**config.mk**
```make
export PLATFORM = sky130hd
export DESIGN_NAME = keycode_encoder
export DESIGN_NICKNAME = d
export VERILOG_FILES = /design/src/rtl/keycode_encoder.sv
export SDC_FILE = /design/constraint.sdc
export NUM_CORES = 1
export LEC_CHECK = 0
export CAP_MARGIN = 20
export CORE_MARGIN = 2
export CORE_UTILIZATION = 25
export CTS_CLUSTER_SIZE = 16
export DETAILED_ROUTE_END_ITERATION = 7
export GPL_ROUTABILITY_DRIVEN = 0
export RECOVER_POWER = 100
export REMOVE_ABC_BUFFERS = 1
export SYNTH_ARGS = -nofsm -noshare
export SYNTH_HDL_FRONTEND = slang
export SYNTH_SLANG_ARGS = --single-unit
```
**constraint.sdc**
```tcl
create_clock -name Clk -period 3.8 [get_ports Clk]
set_input_delay 0.76 -clock Clk [delete_from_list [all_inputs] [get_ports Clk]]
set_output_delay 0.76 -clock Clk [all_outputs]
set_load 0.01 [all_outputs]
```
**src/rtl/keycode_encoder.sv**
```systemverilog
// Turns a bank of raw key switches into one HID-style keycode with last-pressed-wins
// rollover. Inputs are synchronized, debounced on a slow sample tick, then edge-detected.
module keycode_encoder #(
  parameter int unsigned SAMPLE_DIV = 50000
) (
  input  logic        Clk,
  input  logic        Reset,
  input  logic [17:0] key_in,
  output logic [7:0]  keycode,
  output logic        key_held,
  output logic        report_stb
);

  localparam int unsigned CW = $clog2(SAMPLE_DIV);

  logic [17:0]   sync1_q, sync2_q;
  logic [CW-1:0] cnt_q, cnt_d;
  logic          tick;
  logic [17:0]   prev_q;
  logic [17:0]   stable_q, stable_d;
  logic [17:0]   stable_old_q;
  logic [17:0]   agree, rise;
  logic          cur_valid_q, cur_valid_d;
  logic [4:0]    cur_idx_q, cur_idx_d;
  logic [7:0]    keycode_q, code_d;
  logic          key_held_q, report_stb_q;

  function automatic logic [4:0] lowest(input logic [17:0] v);
    logic [4:0] r;
    logic       found;
    r     = '0;
    found = 1'b0;
    for (int unsigned i = 0; i < 18; i++) begin
      if (v[i] && !found) begin
        r     = 5'(i);
        found = 1'b1;
      end
    end
    return r;
  endfunction

  function automatic logic [7:0] code_of(input logic [4:0] idx);
    case (idx)
      5'd0:    return 8'h04;
      5'd1:    return 8'h1A;
      5'd2:    return 8'h16;
      5'd3:    return 8'h08;
      5'd4:    return 8'h07;
      5'd5:    return 8'h09;
      5'd6:    return 8'h17;
      5'd7:    return 8'h0A;
      5'd8:    return 8'h1C;
      5'd9:    return 8'h0B;
      5'd10:   return 8'h18;
      5'd11:   return 8'h0D;
      5'd12:   return 8'h0E;
      5'd13:   return 8'h0F;
      5'd14:   return 8'h06;
      5'd15:   return 8'h05;
      5'd16:   return 8'h11;
      5'd17:   return 8'h2C;
      default: return 8'h00;
    endcase
  endfunction

  always_comb begin
    tick     = (cnt_q == CW'(SAMPLE_DIV - 1));
    cnt_d    = tick ? '0 : cnt_q + 1'b1;
    // A bit is accepted only when the same level was seen on two consecutive ticks.
    agree    = ~(sync2_q ^ prev_q);
    stable_d = tick ? ((stable_q & ~agree) | (sync2_q & agree)) : stable_q;
  end

  always_comb begin
    rise        = stable_q & ~stable_old_q;
    cur_valid_d = cur_valid_q;
    cur_idx_d   = cur_idx_q;
    if (rise != '0) begin
      cur_idx_d   = lowest(rise);
      cur_valid_d = 1'b1;
    end else if (cur_valid_q && !stable_q[cur_idx_q]) begin
      if (stable_q != '0) begin
        cur_idx_d = lowest(stable_q);
      end else begin
        cur_valid_d = 1'b0;
      end
    end
    code_d = cur_valid_q ? code_of(cur_idx_q) : '0;
  end

  always_ff @(posedge Clk) begin
    if (Reset) begin
      sync1_q      <= '0;
      sync2_q      <= '0;
      cnt_q        <= '0;
      prev_q       <= '0;
      stable_q     <= '0;
      stable_old_q <= '0;
      cur_valid_q  <= 1'b0;
      cur_idx_q    <= '0;
      keycode_q    <= '0;
      key_held_q   <= 1'b0;
      report_stb_q <= 1'b0;
    end else begin
      sync1_q      <= key_in;
      sync2_q      <= sync1_q;
      cnt_q        <= cnt_d;
      if (tick) prev_q <= sync2_q;
      stable_q     <= stable_d;
      stable_old_q <= stable_q;
      cur_valid_q  <= cur_valid_d;
      cur_idx_q    <= cur_idx_d;
      keycode_q    <= code_d;
      key_held_q   <= cur_valid_q;
      report_stb_q <= (code_d != keycode_q);
    end
  end

  assign keycode    = keycode_q;
  assign key_held   = key_held_q;
  assign report_stb = report_stb_q;

endmodule

```
# --- Word-level counts from Yosys, hierarchy flattened ---
# Memory sizes are Yosys's and may differ from the RTL's. A register that Yosys moved wholly into a read port is not among the register bits.
# Index checks and enable logic that the tools add are counted.
totals:
  reg_bits: 122
  mem_bits_ro: 192
  inputBits: 20
  out_inout_bits: 10
  word_cells: 249
  n_memories: 1
memory_table:
  columns: ["name", "depth", "width", "read_ports", "rd_clocked_by_memory_dff", "write_ports", "line", "text"]
  rows:
  - ["(no name shown)", 32, 6, 1, 1, 0, "43", "case (idx)"]
op_classes:
  add_sub_neg: 1
  n_lt_le_gt_ge: 1
  n_eq_ne: 3
  muxes: 147
  bitwise: 8
  n_reduce_logical: 77
op_table:
  columns: ["operator", "count"]
  rows:
  - ["two-way mux 5 bit", 37]
  - ["two-way mux 1 bit", 108]
  - ["bitwise AND 18 bit", 3]
  - ["inverter 18 bit", 3]
  - ["nonzero test 18 bit", 2]
  - ["logical AND 1 bit", 35]
  - ["logical NOT 1 bit", 35]
  - ["bitwise OR 18 bit", 1]
  - ["bitwise XOR 18 bit", 1]
  - ["adder 16 x 1 -> 16 bit (second input constant)", 1]
  - ["equality test 16 bit (second input constant)", 1]
  - ["two-way mux 8 bit", 1]
  - ["!= test 8 bit", 1]
  - ["less-than comparator 5 x 6 -> 1 bit (second input constant)", 1]
  - ["binary-select mux 1 bit (select 5 bit)", 1]
  - ["AND reduction 2 bit", 2]
  - ["nonzero test 2 bit", 2]
  - ["!= test 2 bit (second input constant)", 1]
  - ["OR reduction 2 bit", 1]

# --- Longest topological paths before layout ---
# Gate-level depths: netlist of the first run.
logic_depth:
  ltp_word: 110
  mapped_depth: 13
  depth_no_buf: 12

# --- Worst setup path after synthesis of the first run ---
# Ideal clock, no wire load.
synth_timing:
  path_type: "reg2reg"
  startpoint: "register cur_idx_q[2]"
  endpoint: "register with a tool-made name"
  setup_ns: 0.132
  arrival_time_ns: 2.817
  required_time_ns: 3.668
  path_slack_ns: 0.850
  path_stages_with_launch: 13
  n_path_buf: 1
  period_less_slack_ns: 2.950
  cell_sequence: "dfxtp_1 -> buf_6 -> mux2_4 -> or3_1 -> and4_4 -> or3_4 -> a2111oi_4 -> o311ai_2 -> nand2_1 -> ha_1 -> o221ai_1 -> a21boi_0 -> a31oi_1"
synth_lines:
  columns: ["item", "line", "text"]
  rows:
  - ["from (decl)", "24", "logic [4:0] cur_idx_q, cur_idx_d;"]
  - ["from (signal assigned)", "112", "cur_idx_q <= cur_idx_d;"]

==> results of run 1 <==
[stage by stage]
step	hold WS, ns	instances	utilization [%]	cell area (um^2)	power, uW
after floorplan	0.4132	563	-	5139	1394
after global placement	0.4213	870	27.80	5788	1435
after detailed placement	0.4239	870	27.80	5788	1435
after CTS	0.4385	902	30.56	6364	3023
after global routing	0.4496	902	30.47	6345	3096
final	0.4323	902	30.47	6345	2983
[routing by layer]
metal	routed length [um]	part of all wire (%)	track usage (%)	up-vias
li1	-	-	-	2086
met1	5377	50	13.28	1843
met2	4694	44	14.93	60
met3	394	3.7	3.333	15
met4	194	1.8	4.619	0
met5	0	0	0	-
[synth_stat cells, types with 7 or more instances]
cell type / count
dfxtp_1: 126
nand2_1: 77
nor2b_1: 67
a21oi_1: 51
nor2_1: 32
o21ai_0: 31
clkbuf_1: 20
nand2b_1: 17
inv_1: 13
o31ai_1: 10
nor3_1: 9
xnor2_1: 9
nor4_1: 8
and2_1: 7
nand3_1: 7
[critical path, delay by kind of cell, from the launching register on]
family / cells / cell delay (ns)
and+or+nand+nor: 5 / 1.31
AOI/OAI and AO/OA: 4 / 0.78
DFF: 1 / 0.56
adders and majority gates: 1 / 0.36
muxes: 1 / 0.33
[cells by family (layout without fill, tap and decap cells)]
group | Yosys count | in the layout | share of synthesized area [%]
other cells | 1 | 2 | 0.07122
flops | 126 | 126 | 47.91
xor+xnor | 14 | 14 | 2.329
buf+inv | 43 | 79 | 3.541
simple gates | 258 | 258 | 26.14
compound gates | 135 | 135 | 16.64
mux | 8 | 8 | 2.186
fa+ha+maj | 5 | 5 | 1.188
[report_power, final]
| part | switching, uW | internal, uW |
|---|---|---|
| Clock | 584 | 995 |
| Combinational | 26.5 | 28.9 |
| Sequential | 6.99 | 1340 |
[area by class of cell]
class	instances	area, um^2
fill	2213	14480
timing repair buffer	32	295.3
sequential	126	2522
multi-input combinational	422	2551
clock inverter	11	115.1
tap	275	344.1
clock buffer	21	460.4
inverter	15	56.30
[worst max path at each step]
stage,startpoint,end,slack [ns],cells past startpoint
floorplan,cur_idx_q[2],register,0.77,11
detailed placement,cur_idx_q[2],register,0.37,11
finish,cur_idx_q[2],register,0.31,11
global placement,cur_idx_q[2],register,0.47,11
global route,cur_idx_q[0],register,0.05,12
CTS,cur_idx_q[2],register,0.37,11
==> metrics, run 1 <==
status=complete, but fails checks; failing checks=capacitance limit, slew limit; DPL Wire Length=around 7 mm; Syn Std Cell Area=~5300 um^2; Leak Pwr=approximately 0.0024 uW; # rows=53; Post-CTS Hold Buffers=0; later-pin clock latency in the skew report=0.41 ns; CP Data Required Time=4.06 ns; worst hold path endpoint=sync2_q[5]; Die Footprint=22240 um^2; ys async rst share=0%; DRT iter0 DRCs=200; grt ovf=0; post-cts gate resize count=0; Max VDD drop=0.0002739 V; max_slew headroom=-15.63%; most common cell after layout, fill and taps aside=dfxtp_1; diode count=0; R2R depth=11; period utilization=91.94%; Worst Hold Launch=sync1_q[5]; Worst-Margin Slew=1.734 ns; Syn-to-layout area delta=20.51%; Post-Synthesis Cells=590; Detail Route Antenna Nets=0; Worst R2R Setup Slack=between 0.3 and 0.4 ns; CP Capture Type=register; crit-path max FO=9; Pwr Density=470.2 nW/um^2; vias in the first global route=3629; Crit-path slowest cell=dfxtp_1; H-tree depth=4; layout cells sized above 1=7.974%; unrepaired setup endpoints after global routing=no; Vias/cell=about 4.4; IO Pins=30; TritonCTS Buffers=17; critical path class=reg2reg; Nets=639; largest area contributor in the netlist=dfxtp_1; reg2reg start=cur_idx_q[2]; Yosys reg bits=126; CTS max path bufs=2; Worst Hold Class=reg2reg; Cell variety after synth=68; DP Worst Slack=0.3706 ns; largest net degree at the start of global routing=91; clk sinks=126; final setup margin=between 0.3 and 0.4 ns; initial antenna violation count=0; Post-Route WL=about 11 mm; Yosys warning total=0; drt first pass iters=4; first-pass GRT wire length=17.79 mm; Worst setup SP type=register; CTS Root Cell=clkbuf_16; Die Y=around 150 um; commonest non-fill, non-tap cells in the layout=dfxtp_1 (126), nand2_1 (77), nor2b_1 (67), a21oi_1 (52), nor2_1 (32); CP arrival=around 3.8 ns; syn_area_per_cell=slightly below 9 um^2; GR Util All Layers=10.08%; CP cell instances=mux2_4 > or3_1 > and4_4 > nor3_1 > nor2_1 > o311ai_2 > nand2_1 > ha_1 > o221ai_1 > a21boi_0 > a31oi_1; hold path depth=1; max-cap violations=2; sequential cell area fraction in the yosys report=47.91%; Initial Utilization=25.29%; Post-CTS Setup Inserts=0; Post-Route Skew=0.005781 ns; Worst-path clk slew=0.06 ns; IO Port Bufs=27; fin crit period=3.494 ns; DR DRC count=0; Yosys top cell area share=a little under half; max-slew violation count=130; Post-synth EDFFs=0; die width=149.1 um; core footprint=roughly 21000 um^2; Post-synth top flop=dfxtp_1; Area contributors post-synth=dfxtp_1 (48%), nor2b_1 (8.0%), nand2_1 (5.5%), a21oi_1 (4.8%), o21ai_0 (2.9%); setup tns final=0 ns; Fin. Hold Viols=0; fmax=286.2 MHz; drt wl/cell=between 10 and 15 um; setup violators final=0; CTS tree=yes; vias=4004; slowest stage delay, CP=0.56 ns
Note: power is estimated with default switching activity, not from simulation.
==> run 2, diff against run 1 <==
HOLD_SLACK_MARGIN = 0.06   (was default)
==> results of run 2 <==
Final layout, timing and power as in run 1 (identical DEF).
==> run 3, diff against run 2 <==
CTS_CLUSTER_SIZE = default   (was 16)
SLEW_MARGIN = 20   (was default)
==> results of run 3 <==
Final layout, timing and power as in run 1 (identical DEF).
